<file path="src/rtl/md5_pkg.sv">
// Shared state encoding and block-geometry constants
// for the MD5 message front end.
package md5_pkg;

    typedef enum logic [2:0] {
        IDLE,
        FILL,
        PAD,
        SEND,
        WAIT
    } md5_state_e;

    localparam logic [7:0] MD5_PAD_BYTE    = 8'h80;
    localparam int         MD5_BLOCK_BYTES = 64;
    localparam int         MD5_LEN_OFFSET  = 56;
    localparam int         MD5_CHUNKS      = 4;

endpackage

</file>
<file path="src/rtl/md5_blockbuf.sv">
// 64-byte block buffer: byte write port, masked zero/pad/length
// port, and a 128-bit chunk read mux in little-endian word order.
module md5_blockbuf
    import md5_pkg::*;
(
    input  logic         clk,
    input  logic         reset,
    input  logic         wr_en,
    input  logic [5:0]   wr_idx,
    input  logic [7:0]   wr_byte,
    input  logic         pad_en,
    input  logic [6:0]   pad_idx,
    input  logic         mark_en,
    input  logic         len_en,
    input  logic [63:0]  len,
    input  logic [1:0]   chunk_sel,
    output logic [127:0] chunk
);

    logic [7:0] mem [MD5_BLOCK_BYTES];

    // Later writes in the same cycle take priority: zero, then 0x80, then length.
    always_ff @(posedge clk or negedge reset) begin
        if (!reset) begin
            for (int k = 0; k < MD5_BLOCK_BYTES; k++) begin
                mem[k] <= '0;
            end
        end else begin
            for (int k = 0; k < MD5_BLOCK_BYTES; k++) begin
                if (wr_en && wr_idx == 6'(k)) begin
                    mem[k] <= wr_byte;
                end
                if (pad_en && 7'(k) >= pad_idx) begin
                    mem[k] <= '0;
                end
                if (mark_en && 7'(k) == pad_idx) begin
                    mem[k] <= MD5_PAD_BYTE;
                end
            end
            for (int i = 0; i < 8; i++) begin
                if (len_en) begin
                    mem[MD5_LEN_OFFSET + i] <= len[8*i +: 8];
                end
            end
        end
    end

    always_comb begin
        chunk = '0;
        for (int w = 0; w < 4; w++) begin
            for (int b = 0; b < 4; b++) begin
                chunk[96 - 32*w + 8*b +: 8] = mem[{chunk_sel, 2'(w), 2'(b)}];
            end
        end
    end

endmodule

</file>
<file path="src/rtl/md5_padder.sv">
// Byte-stream front end for the md5 core: packs, pads and
// hands each 512-bit block over as four 128-bit loads.
module md5_padder
    import md5_pkg::*;
(
    input  logic         clk,
    input  logic         reset,
    input  logic         start_i,
    input  logic         empty_i,
    input  logic         byte_valid_i,
    input  logic [7:0]   byte_i,
    input  logic         last_i,
    output logic         byte_ready_o,
    output logic         newtext_o,
    output logic         load_o,
    output logic [127:0] data_o,
    input  logic         hash_ready_i,
    output logic         done_o,
    output logic         busy_o
);

    md5_state_e  state, state_nxt;
    logic [6:0]  idx, idx_nxt;
    logic [63:0] bit_len, bit_len_nxt;
    logic        pad80, pad80_nxt;
    logic        last_blk, last_blk_nxt;
    logic        pend, pend_nxt;
    logic [1:0]  chunk_cnt, chunk_cnt_nxt;
    logic        newtext_nxt, done_nxt;
    logic        xfer, pad_en, mark_en, len_en;
    logic [6:0]  free_idx;
    logic [127:0] chunk;

    assign byte_ready_o = (state == FILL);
    assign busy_o       = (state != IDLE);
    assign load_o       = (state == SEND);
    assign data_o       = load_o ? chunk : '0;

    assign xfer     = byte_ready_o && byte_valid_i;
    assign pad_en   = (state == PAD);
    assign mark_en  = pad_en && !pad80 && (idx <= 7'(MD5_BLOCK_BYTES - 1));
    // Length fits only if the byte after the 0x80 marker is at or below the length field.
    assign free_idx = pad80 ? idx : idx + 7'd1;
    assign len_en   = pad_en && (free_idx <= 7'(MD5_LEN_OFFSET));

    md5_blockbuf u_buf (
        .clk       (clk),
        .reset     (reset),
        .wr_en     (xfer),
        .wr_idx    (idx[5:0]),
        .wr_byte   (byte_i),
        .pad_en    (pad_en),
        .pad_idx   (idx),
        .mark_en   (mark_en),
        .len_en    (len_en),
        .len       (bit_len),
        .chunk_sel (chunk_cnt),
        .chunk     (chunk)
    );

    always_comb begin
        state_nxt     = state;
        idx_nxt       = idx;
        bit_len_nxt   = bit_len;
        pad80_nxt     = pad80;
        last_blk_nxt  = last_blk;
        pend_nxt      = pend;
        chunk_cnt_nxt = chunk_cnt;
        newtext_nxt   = 1'b0;
        done_nxt      = 1'b0;
        unique case (state)
            IDLE: begin
                if (start_i) begin
                    idx_nxt      = '0;
                    bit_len_nxt  = '0;
                    pad80_nxt    = 1'b0;
                    last_blk_nxt = 1'b0;
                    pend_nxt     = 1'b0;
                    newtext_nxt  = 1'b1;
                    state_nxt    = empty_i ? PAD : FILL;
                end
            end
            FILL: begin
                if (xfer) begin
                    idx_nxt     = idx + 7'd1;
                    bit_len_nxt = bit_len + 64'd8;
                    if (idx == 7'(MD5_BLOCK_BYTES - 1)) begin
                        state_nxt     = SEND;
                        chunk_cnt_nxt = '0;
                        pend_nxt      = last_i;
                    end else if (last_i) begin
                        state_nxt = PAD;
                    end
                end
            end
            PAD: begin
                if (!pad80) begin
                    pad80_nxt = 1'b1;
                end
                if (len_en) begin
                    last_blk_nxt = 1'b1;
                end
                chunk_cnt_nxt = '0;
                state_nxt     = SEND;
            end
            SEND: begin
                chunk_cnt_nxt = chunk_cnt + 2'd1;
                if (chunk_cnt == 2'(MD5_CHUNKS - 1)) begin
                    state_nxt = WAIT;
                end
            end
            WAIT: begin
                if (hash_ready_i) begin
                    if (last_blk) begin
                        done_nxt  = 1'b1;
                        state_nxt = IDLE;
                    end else if (pend || pad80) begin
                        pend_nxt  = 1'b0;
                        idx_nxt   = '0;
                        state_nxt = PAD;
                    end else begin
                        idx_nxt   = '0;
                        state_nxt = FILL;
                    end
                end
            end
            default: begin
                state_nxt = IDLE;
            end
        endcase
    end

    always_ff @(posedge clk or negedge reset) begin
        if (!reset) begin
            state     <= IDLE;
            idx       <= '0;
            bit_len   <= '0;
            pad80     <= 1'b0;
            last_blk  <= 1'b0;
            pend      <= 1'b0;
            chunk_cnt <= '0;
            newtext_o <= 1'b0;
            done_o    <= 1'b0;
        end else begin
            state     <= state_nxt;
            idx       <= idx_nxt;
            bit_len   <= bit_len_nxt;
            pad80     <= pad80_nxt;
            last_blk  <= last_blk_nxt;
            pend      <= pend_nxt;
            chunk_cnt <= chunk_cnt_nxt;
            newtext_o <= newtext_nxt;
            done_o    <= done_nxt;
        end
    end

endmodule

</file>
<file path="config.mk">
export PLATFORM = sky130hd
export DESIGN_NAME = md5_padder
export DESIGN_NICKNAME = d
export VERILOG_FILES = /design/src/rtl/md5_pkg.sv /design/src/rtl/md5_blockbuf.sv /design/src/rtl/md5_padder.sv
export SDC_FILE = /design/constraint.sdc
export NUM_CORES = 1
export LEC_CHECK = 0
export BUFFER_PORTS_ARGS = -buffer_cell sky130_fd_sc_hd__clkbuf_2
export CORE_ASPECT_RATIO = 0.9
export CORE_MARGIN = 3
export CORE_UTILIZATION = 55
export DETAILED_ROUTE_END_ITERATION = 12
export PLACE_DENSITY = 0.75
export SLEW_MARGIN = 5
export SYNTH_ARGS = -nofsm -noshare
export SYNTH_HDL_FRONTEND = slang
export SYNTH_SLANG_ARGS = --single-unit
</file>
<file path="constraint.sdc">
create_clock -name clk -period 7.4 [get_ports clk]
set_clock_uncertainty 0.1 [all_clocks]
set_input_delay 1.85 -clock clk [delete_from_list [all_inputs] [get_ports clk]]
set_output_delay 1.85 -clock clk [all_outputs]
set_load 0.01 [all_outputs]
</file>
Word-level counts from Yosys, hierarchy flattened

Cells that the tools add are included.
W data, S select, Z words.

Add/subtract/negate cells: 3
$lt $le $gt $ge: 82
Equality and inequality tests: 141
Multiplexer cells: 286
Bitwise logic cells: 16
Reductions and logical operators: 277

Operator list:

| cell                    | count |
|---|---|
| $mux W8                 | 232 |
| $bmux W8 S6             | 16 |
| $eq A6 B7 Y1 const A    | 32 |
| $ge A6 B7 Y1 const A    | 32 |
| $logic_and A1 B1 Y1     | 196 |
| $eq A6 B6 Y1 const B    | 32 |
| $reduce_bool A3 Y1      | 59 |
| $mux W128               | 1 |
| $mux W64                | 2 |
| $pmux W64 S2            | 1 |
| $eq A5 B7 Y1 const A    | 16 |
| $ge A5 B7 Y1 const A    | 16 |
| $ge A7 B7 Y1 const B    | 16 |
| $not A6 Y7              | 16 |
| $eq A6 B5 Y1 const B    | 16 |
| $add A64 B4 Y64 const B | 1 |
| $eq A4 B7 Y1 const A    | 8 |
| $ge A4 B7 Y1 const A    | 8 |
| $eq A6 B4 Y1 const B    | 8 |
| $mux W7                 | 5 |
| $reduce_bool A4 Y1      | 8 |
| $eq A3 B7 Y1 const A    | 4 |
| $ge A3 B7 Y1 const A    | 4 |
| $eq A6 B3 Y1 const B    | 4 |
| 35 further kinds        | 72 |

Flip-flop bits (word level): 593
Input port bits: 15
Word-level logic and storage cells: 878

Depth between registers and ports, before layout

Gate-level depths: netlist of run 1.

Depth in word-level cells: 7
Gate-level depth with buffers: 12

Hierarchy

A second synthesis of run 1 with hierarchy kept.

Cells, all modules: 3178
Area, all modules: 31850.5 um^2

Modules (own cells, without submodules):

| module       | times used | cells an instance | area each (um^2) | sequential area each (um^2) |
|---|---|---|---|---|
| md5_blockbuf | 1          | 2549              | 26678.1          | 12812.3 |
| md5_padder   | 1          | 629               | 5172.5           | 1951.9 |

Worst setup path before layout of run 1

No wires, ideal clock.

Kind: reg2out
Start: register chunk_cnt[0]
End: output data_o[55]
Arrival: 2.022 ns
Setup slack: 3.428 ns
Cell stages (with the launch flop): 6
Path buffers: 3
Cells stage by stage: dfrtp_1 > clkbuf_1 > clkbuf_1 > buf_1 > mux4_2 > and2_1

Word-level cells in the longest chain between the ends: 5

Ends and longest elaborated chain:

| item                                       | RTL line           | source |
|---|---|---|
| start: declaration                         | md5_padder.sv:28   | `logic [1:0] chunk_cnt, chunk_cnt_nxt;` |
| start signal: assignment                   | md5_padder.sv:151  | `chunk_cnt <= chunk_cnt_nxt;` |
| $not A6 Y7 (not written as such)           | md5_blockbuf.sv:52 | `chunk[96 - 32*w + 8*b +: 8] = mem[{chunk_sel, 2'(w), 2'(b)}];` |
| $bmux W8 S6                                | md5_blockbuf.sv:52 |  |
| $mux W8 (not written as such) (2 in a row) | md5_blockbuf.sv:52 |  |
| $mux W128                                  | md5_padder.sv:37   | `assign data_o = load_o ? chunk : '0;` |
| end: declaration                           | md5_padder.sv:16   | `output logic [127:0] data_o,` |

No other way between the ends. The select of a mux whose other input is x is not followed.

Worst setup path in the final report of run 1

Start: register state[0]
End: output data_o[98]

Word-level cells in the longest chain between the ends: 2

Ends and longest elaborated chain:

| item                     | RTL line          | source |
|---|---|---|
| start: declaration       | md5_padder.sv:22  | `md5_state_e state, state_nxt;` |
| start signal: assignment | md5_padder.sv:145 | `state <= state_nxt;` |
| $eq A3 B2 Y1             | md5_padder.sv:36  | `assign load_o = (state == SEND);` |
| $mux W128                | md5_padder.sv:37  |  |

No other way between the ends.

==> metrics.md, run 1 <==
| Metric | Value |
|---|---|
| Post-synth EDFFs | `0` |
| Compound-gate portion of the synthesized area | `13.0%` |
| ANT nets after route | `0` |
| TritonCTS buffer count | `58` |
| Synth Area in Simple Gates | `17.9%` |
| Routed length per instance | `25.1 um` |
| Final Critical Period | `5.40 ns` |
| Adder-cell share of the synthesized area | `0.282%` |
| Clk sink count | `590` |
| Ys Warns | `0` |
| Post-route total power | `9.61 mW` |
| Slew Limit Headroom | `15.1%` |
| Setup violations, final | `0` |
| Initial core utilization | `56.4%` |
| Die area | `59300 sq um` |
| Synthesized instance count | `3144` |
| Seq/Total Area, Yosys | `47.6%` |
| Top area cells in the synthesized netlist | `dfrtp_1 48%, mux4_2 9.3%, mux2i_1 6.3%` |
| Ys async rst share | `100%` |
| RSZ-0062 raised after global routing | `false` |
| Core area | `55000 sq um` |
| Crit Path Max Fanout | `77` |
| Combinational family with the most area after synthesis | `simple AND/OR/NAND/NOR gates` |
| DR iter-0 viols | `3882` |
| Placer Congestion | `0.963` |
| Max IR drop VDD | `294 uV` |
| Maxcap violations | `0` |
| First-pass GRT wire length | `154000 um` |
| Setup crit start kind | `flop` |
| Filler cells | `4371` |
| Setup crit end kind | `output port` |
| Main synth FF type | `dfrtp_1` |
| Avg Inst Size Synth | `9.86 sq um` |
| Reg2reg setup slack | `2.79 ns` |
| Area grow syn2layout | `10.3%` |
| Most frequent cells after synthesis | `590 x dfrtp_1, 457 x nand2_1, 349 x a21oi_1` |
| I/O pin count | `148` |
| Most frequent cell after synthesis | `dfrtp_1` |
| Number of distinct library cells after synthesis | `75` |
| PD cells | `281 nW/um^2` |
| Die Y | `231 um` |
| Cell taking the most area after synthesis | `dfrtp_1` |
| Count of final hold-check violations | `0` |
| Crit path kind | `flop to output port` |
| Max Transition Viols Final | `0` |
| Status | `complete, no violations` |
| Die X | `256 um` |
| Post-CTS Hold Buffers | `0` |
| Final WL | `99500 um` |
| Site Rows | `81` |
| CTS tree | `yes` |
| Post-DR vias/cell | `6.73` |
| Remaining Overflow, GRT | `0` |
| Crit path DAT | `3.45 ns` |
| Largest net degree at the start of global routing | `162` |
| Router iterations before antenna repair | `6` |
| Post-Synth XOR/XNOR Area | `0.480%` |
| Port Buffers | `147` |
| Clk_lat worst skew | `0.64 ns` |
| Top-area cell type share of the netlist area | `47.6%` |
| Detailed placer's ending HPWL | `64100 um` |
| Net Count, Synth | `3166` |
| Pleak | `15.4 nW` |
| Critical path data required time | `5.45 ns` |
| Layout cells sized above 1 | `15.6%` |
| Deepest clock path buffer count | `3` |
| Vias | `26700` |
| Max Fclk | `185 MHz` |
| Antenna violations before repair | `8` |
| Setup TNS | `0 ns` |
| Post_cts resized | `0` |
| #FFs+latches synth | `590` |
| Synth Cell Area | `31000 sq um` |
| Vias in the first global route | `26500` |
| H-tree Lvls | `2` |
| GRT Util Overall | `33.1%` |
| CTS root buf | `clkbuf_16` |
| Worst min path class | `flop to flop` |
| Mux contribution to synthesized area | `17.5%` |
| Period utilization | `73.0%` |
| Post-route DRC violation count | `0` |
| Final Net Count | `3184` |
| Clock transition at path regs | `0.06 ns` |
| # Post-CTS Setup Buffers | `0` |
| Worst-Margin Slew | `1.27 ns` |
[area by class of cell]
cell class                      instances  area, sq um  area share (%)
Antenna cell                            1         2.50         0.00731
Multi-Input combinational cell       2290        15200            44.5
Clock inverter                         28          367            1.07
Tap cell                              747          935            2.73
Inverter                               33          125           0.366
Sequential cell                       590        14800            43.2
Timing Repair Buffer                  189         1120            3.28
Clock buffer                           81         1660            4.85
[placed cells by master (no fill, tap or decap), drive strengths merged, types with 31 or more instances in the layout]
master	count
nor2	278
nor3	31
buf	43
dfrtp	590
a21oi	349
mux2	53
and2	146
nand2	457
o22ai	31
inv	33
mux2i	194
mux4	128
clkbuf	227
o21ai	183
nand3	106
[logic make-up (layout without fill, tap and decap cells)]
group                    count (synthesis)  after routing
AND/OR/NAND/NOR                       1184           1184
AO/OA/AOI/OAI                          707            707
flip-flops                             590            590
multiplexers                           375            375
buffers and inverters                  264            331
XOR/XNOR                                17             17
adder cells (fa/ha/maj)                  7              7
other                                    0              1
[path summary, 6_finish.rpt]
kind                                         endpoint                       start  cells after the start
max                                        data_o[98]        state[0]$_DFFE_PN0P_                      6
min                        u_buf.mem[255]$_DFFE_PN0P_  u_buf.mem[255]$_DFFE_PN0P_                      2
max reg2reg                 u_buf.mem[33]$_DFFE_PN0P_          idx[1]$_DFFE_PN0P_                      7
min reg2reg                u_buf.mem[255]$_DFFE_PN0P_  u_buf.mem[255]$_DFFE_PN0P_                      2
max in group asynchronous  u_buf.mem[225]$_DFFE_PN0P_                       reset                      2
min in group asynchronous  u_buf.mem[365]$_DFFE_PN0P_                       reset                      1
[state kept, by name, indices dropped and copies added (netlist names)]
register / count
done_o: 1
u_buf.mem: 512
bit_len: 61
idx: 7
pad80: 1
newtext_o: 1
chunk_cnt: 2
pend: 1
last_blk: 1
state: 3
[routing by layer]
| metal | global-route usage, % | share of wire [%] | vias up | wire length, um |
|---|---|---|---|---|
| met3 | 7.36 | 12 | 283 | 11800 |
| met4 | 13.4 | 4.0 | 8 | 3960 |
| met1 | 45.5 | 38 | 13300 | 38300 |
| met5 | 0 | 0.048 | - | 48 |
| met2 | 51.5 | 46 | 1811 | 45400 |
| li1 | - | - | 11300 | - |
[where the power goes]
part | switching [mW] | internal [mW] | leakage, nW
combinational | 1.91 | 0.867 | 6.29
sequential | 0.254 | 3.41 | 8.16
clock | 1.33 | 1.84 | 0.998
[stage by stage]
| step | setup WS, ns | hold WS, ns | instances | utilization (%) | instance area [sq um] |
|---|---|---|---|---|---|
| finish | 2.00 | 0.401 | 3959 | 62.2 | 34200 |
| global route | 1.76 | 0.419 | 3958 | 62.2 | 34200 |
| CTS | 2.02 | 0.407 | 3958 | 62.2 | 34200 |
| detailed placement | 2.70 | 0.392 | 3849 | 58.5 | 32200 |
| global placement | 2.87 | 0.382 | 3849 | 58.5 | 32200 |
| floorplan | 3.43 | 0.359 | 3144 | - | 31000 |
[worst max-delay path, stage by stage (launching register included)]
cell	delay, ns
dfrtp_1	0.73
inv_1	0.15
or2_2	0.37
clkinv_2	0.67
buf_4	0.50
and2_1	0.22
clkbuf_2	0.14
Power figures use the tool's default switching activity.
==> inputs of run 2 (changes only) <==
Settings changed: PLACE_DENSITY 0.75 to 0.77.
Clock period 7.4 ns to 4.7 ns, I/O delays scaled along.
==> metrics.md, run 2 (synthesized netlist as in run 1, its figures left out) <==
| Metric | Value |
|---|---|
| Status | `complete, no violations` |
| Max reg flops | `512 (unchanged)` |
| Psw | `5.51 mW (+58%)` |
| H-tree Lvls | `2 (unchanged)` |
| Most frequent cells in the layout | `588 x dfrtp_1, 456 x nand2_1, 349 x a21oi_1, 278 x nor2_1, 194 x mux2i_1` |
| Post_cts resized | `0 (unchanged)` |
| DP Area | `32500 sq um (+1.0%)` |
| Vias in the first global route | `26900 (+1.5%)` |
| Maxcap violations | `0 (unchanged)` |
| # Post-CTS Setup Buffers | `0 (unchanged)` |
| Reg with most FFs | `u_buf.mem` |
| Sequential share of power | `38.3% (+0.2 points)` |
| Setup crit start kind | `flop` |
| Crit path kind | `flop to output port` |
| Final WL | `99000 um (-0.47%)` |
| Critical path data required time | `3.42 ns (-2.03 ns)` |
| Initial core utilization | `56.4% (unchanged)` |
| Post-DR vias/cell | `6.75 (+0.29%)` |
| Port Buffers | `147 (unchanged)` |
| TritonCTS buffer count | `61 (+5.2%)` |
| Net Sw Frac | `36.5% (+0.19 points)` |
| Routed length per instance | `24.8 um (-1.2%)` |
| Final Net Count | `3221 (+1.2%)` |
| Die X | `256 um (unchanged)` |
| First-pass GRT wire length | `154000 um (-0.42%)` |
| Design Area, Final | `34500 sq um (+0.78%)` |
| Max IR drop VDD | `300 uV (+2.0%)` |
| Core area | `55000 sq um (unchanged)` |
| Area grow syn2layout | `11.2%` |
| Crit path DAT | `3.16 ns (-0.29 ns)` |
| Die area | `59300 sq um (unchanged)` |
| CTS root buf | `clkbuf_16` |
| Top Registers | `u_buf.mem: 512 flops, bit_len: 61 flops, idx: 7 flops` |
| Slew Limit Headroom | `13.1% (-2.0 points)` |
| Filler cells | `4311 (-1.4%)` |
| Combinational share of power | `29.9% (+1.0 points)` |
| Setup crit end kind | `output port` |
| Worst-Margin Slew | `1.30 ns (+0.0300 ns)` |
| Clk sink count | `590 (unchanged)` |
| RSZ-0062 raised after global routing | `false` |
| Period utilization | `94.4%` |
| Layout cells sized above 1 | `16.6% (+0.99 points)` |
| Crit Path Max Fanout | `37 (-52%)` |
| Worst min path class | `flop to flop` |
| Setup TNS | `0 ns (unchanged)` |
| DR iter-0 viols | `3509 (-9.6%)` |
| Int Pwr | `9.59 mW (+57%)` |
| Detailed placer's ending HPWL | `66500 um (+3.7%)` |
| PD cells | `438 nW/um^2 (+56%)` |
| Largest net degree at the start of global routing | `99 (-39%)` |
| Most common cell after layout, fill and taps aside | `dfrtp_1` |
| Router iterations before antenna repair | `9 (+3)` |
| ANT nets after route | `0 (unchanged)` |
| Clk_lat worst skew | `0.63 ns (about the same)` |
| Count of final hold-check violations | `0 (unchanged)` |
| Max Transition Viols Final | `0 (unchanged)` |
| Antenna violations before repair | `1 (-7)` |
| I/O pin count | `148 (unchanged)` |
| Setup violations, final | `0 (unchanged)` |
| Multi-input logic area | `15200 sq um (about the same)` |
| Final Critical Period | `4.44 ns` |
| Clk pwr share | `31.8% (-1.2 points)` |
| Die Y | `231 um (unchanged)` |
| Clock transition at path regs | `0.06 ns (about the same)` |
| Max Fclk | `225 MHz` |
| Register area | `14800 sq um (unchanged)` |
| Post-route DRC violation count | `0 (unchanged)` |
| Remaining Overflow, GRT | `0 (unchanged)` |
| GRT Util Overall | `32.9% (-0.20 points)` |
| Site Rows | `81 (unchanged)` |
| Vias | `26900 (+1.1%)` |
| Placer Congestion | `0.968 (+0.45%)` |
| Deepest clock path buffer count | `3 (unchanged)` |
| Post-CTS Hold Buffers | `0 (unchanged)` |
| CTS tree | `yes` |
| Pleak | `15.6 nW (+1.1%)` |
## run 2: cell types whose count changed in the layout (fill, tap and decap cells not counted), moves of 3 or more
cell,delta
clkbuf_16,+3
bufinv_16,-5
clkinv_2,+3
clkbuf_1,-5
buf_12,+6
buf_4,+28
## run 2: power groups by stage
stage	registers (mW)	clock network (mW)	logic [mW]
final	5.79	4.80	4.51
after CTS	5.77	4.83	4.39
after global routing	5.82	5.03	4.74
after detailed placement	5.85	0	4.38
after floorplan	5.58	0	3.03
after global placement	5.83	0	4.26
## run 2: worst paths after layout
kind | slack, ns | to | startpoint | depth (start not counted)
setup reg to reg | 0.60 | u_buf.mem[59]$_DFFE_PN0P_ | idx[1]$_DFFE_PN0P_ | 7
hold / removal | 0.40 | u_buf.mem[407]$_DFFE_PN0P_ | u_buf.mem[407]$_DFFE_PN0P_ | 1
min in group asynchronous | 0.50 | u_buf.mem[371]$_DFFE_PN0P_ | reset | 1
max in group asynchronous | 2.92 | u_buf.mem[138]$_DFFE_PN0P_ | reset | 2
hold reg to reg | 0.40 | u_buf.mem[407]$_DFFE_PN0P_ | u_buf.mem[407]$_DFFE_PN0P_ | 1
setup / recovery | 0.26 | data_o[13] | state[0]$_DFFE_PN0P_ | 6
## run 2: through the flow
stage	setup slack, ns	utilization (%)	instances	power, mW	hold slack, ns
after floorplan	1.40	-	3144	8.61	0.359
after global placement	0.881	59.1	3883	10.1	0.377
after detailed placement	0.794	59.1	3883	10.2	0.384
after CTS	0.299	62.6	3989	15.0	0.398
after global routing	0.0837	62.7	3989	15.6	0.430
final	0.262	62.7	3990	15.1	0.401
## run 2: area by class of cell
type	instances	area share (%)
timing repair buffer	223	4.22
antenna	1	0.00726
tap	747	2.71
inverter	33	0.363
sequential	590	42.8
clock buffer	81	5.05
multi-input combinational	2290	44.2
clock inverter	25	0.624
## run 2: metal layers
| layer | wire length (um) | vias up | global-route usage [%] |
|---|---|---|---|
| met5 | 0 | - | 0 |
| met4 | 4350 | 0 | 14.4 |
| met3 | 12300 | 347 | 8.86 |
| met2 | 45300 | 1951 | 51.3 |
| met1 | 37100 | 13300 | 43.6 |
| li1 | - | 11300 | - |
## run 2: critical path, cell delays in order, from the launching register on
cell      delay [ns]
dfrtp_1         0.75
inv_1           0.13
or2_2           0.37
clkinv_2        0.50
buf_4           0.43
and2_1          0.20
clkbuf_2        0.14
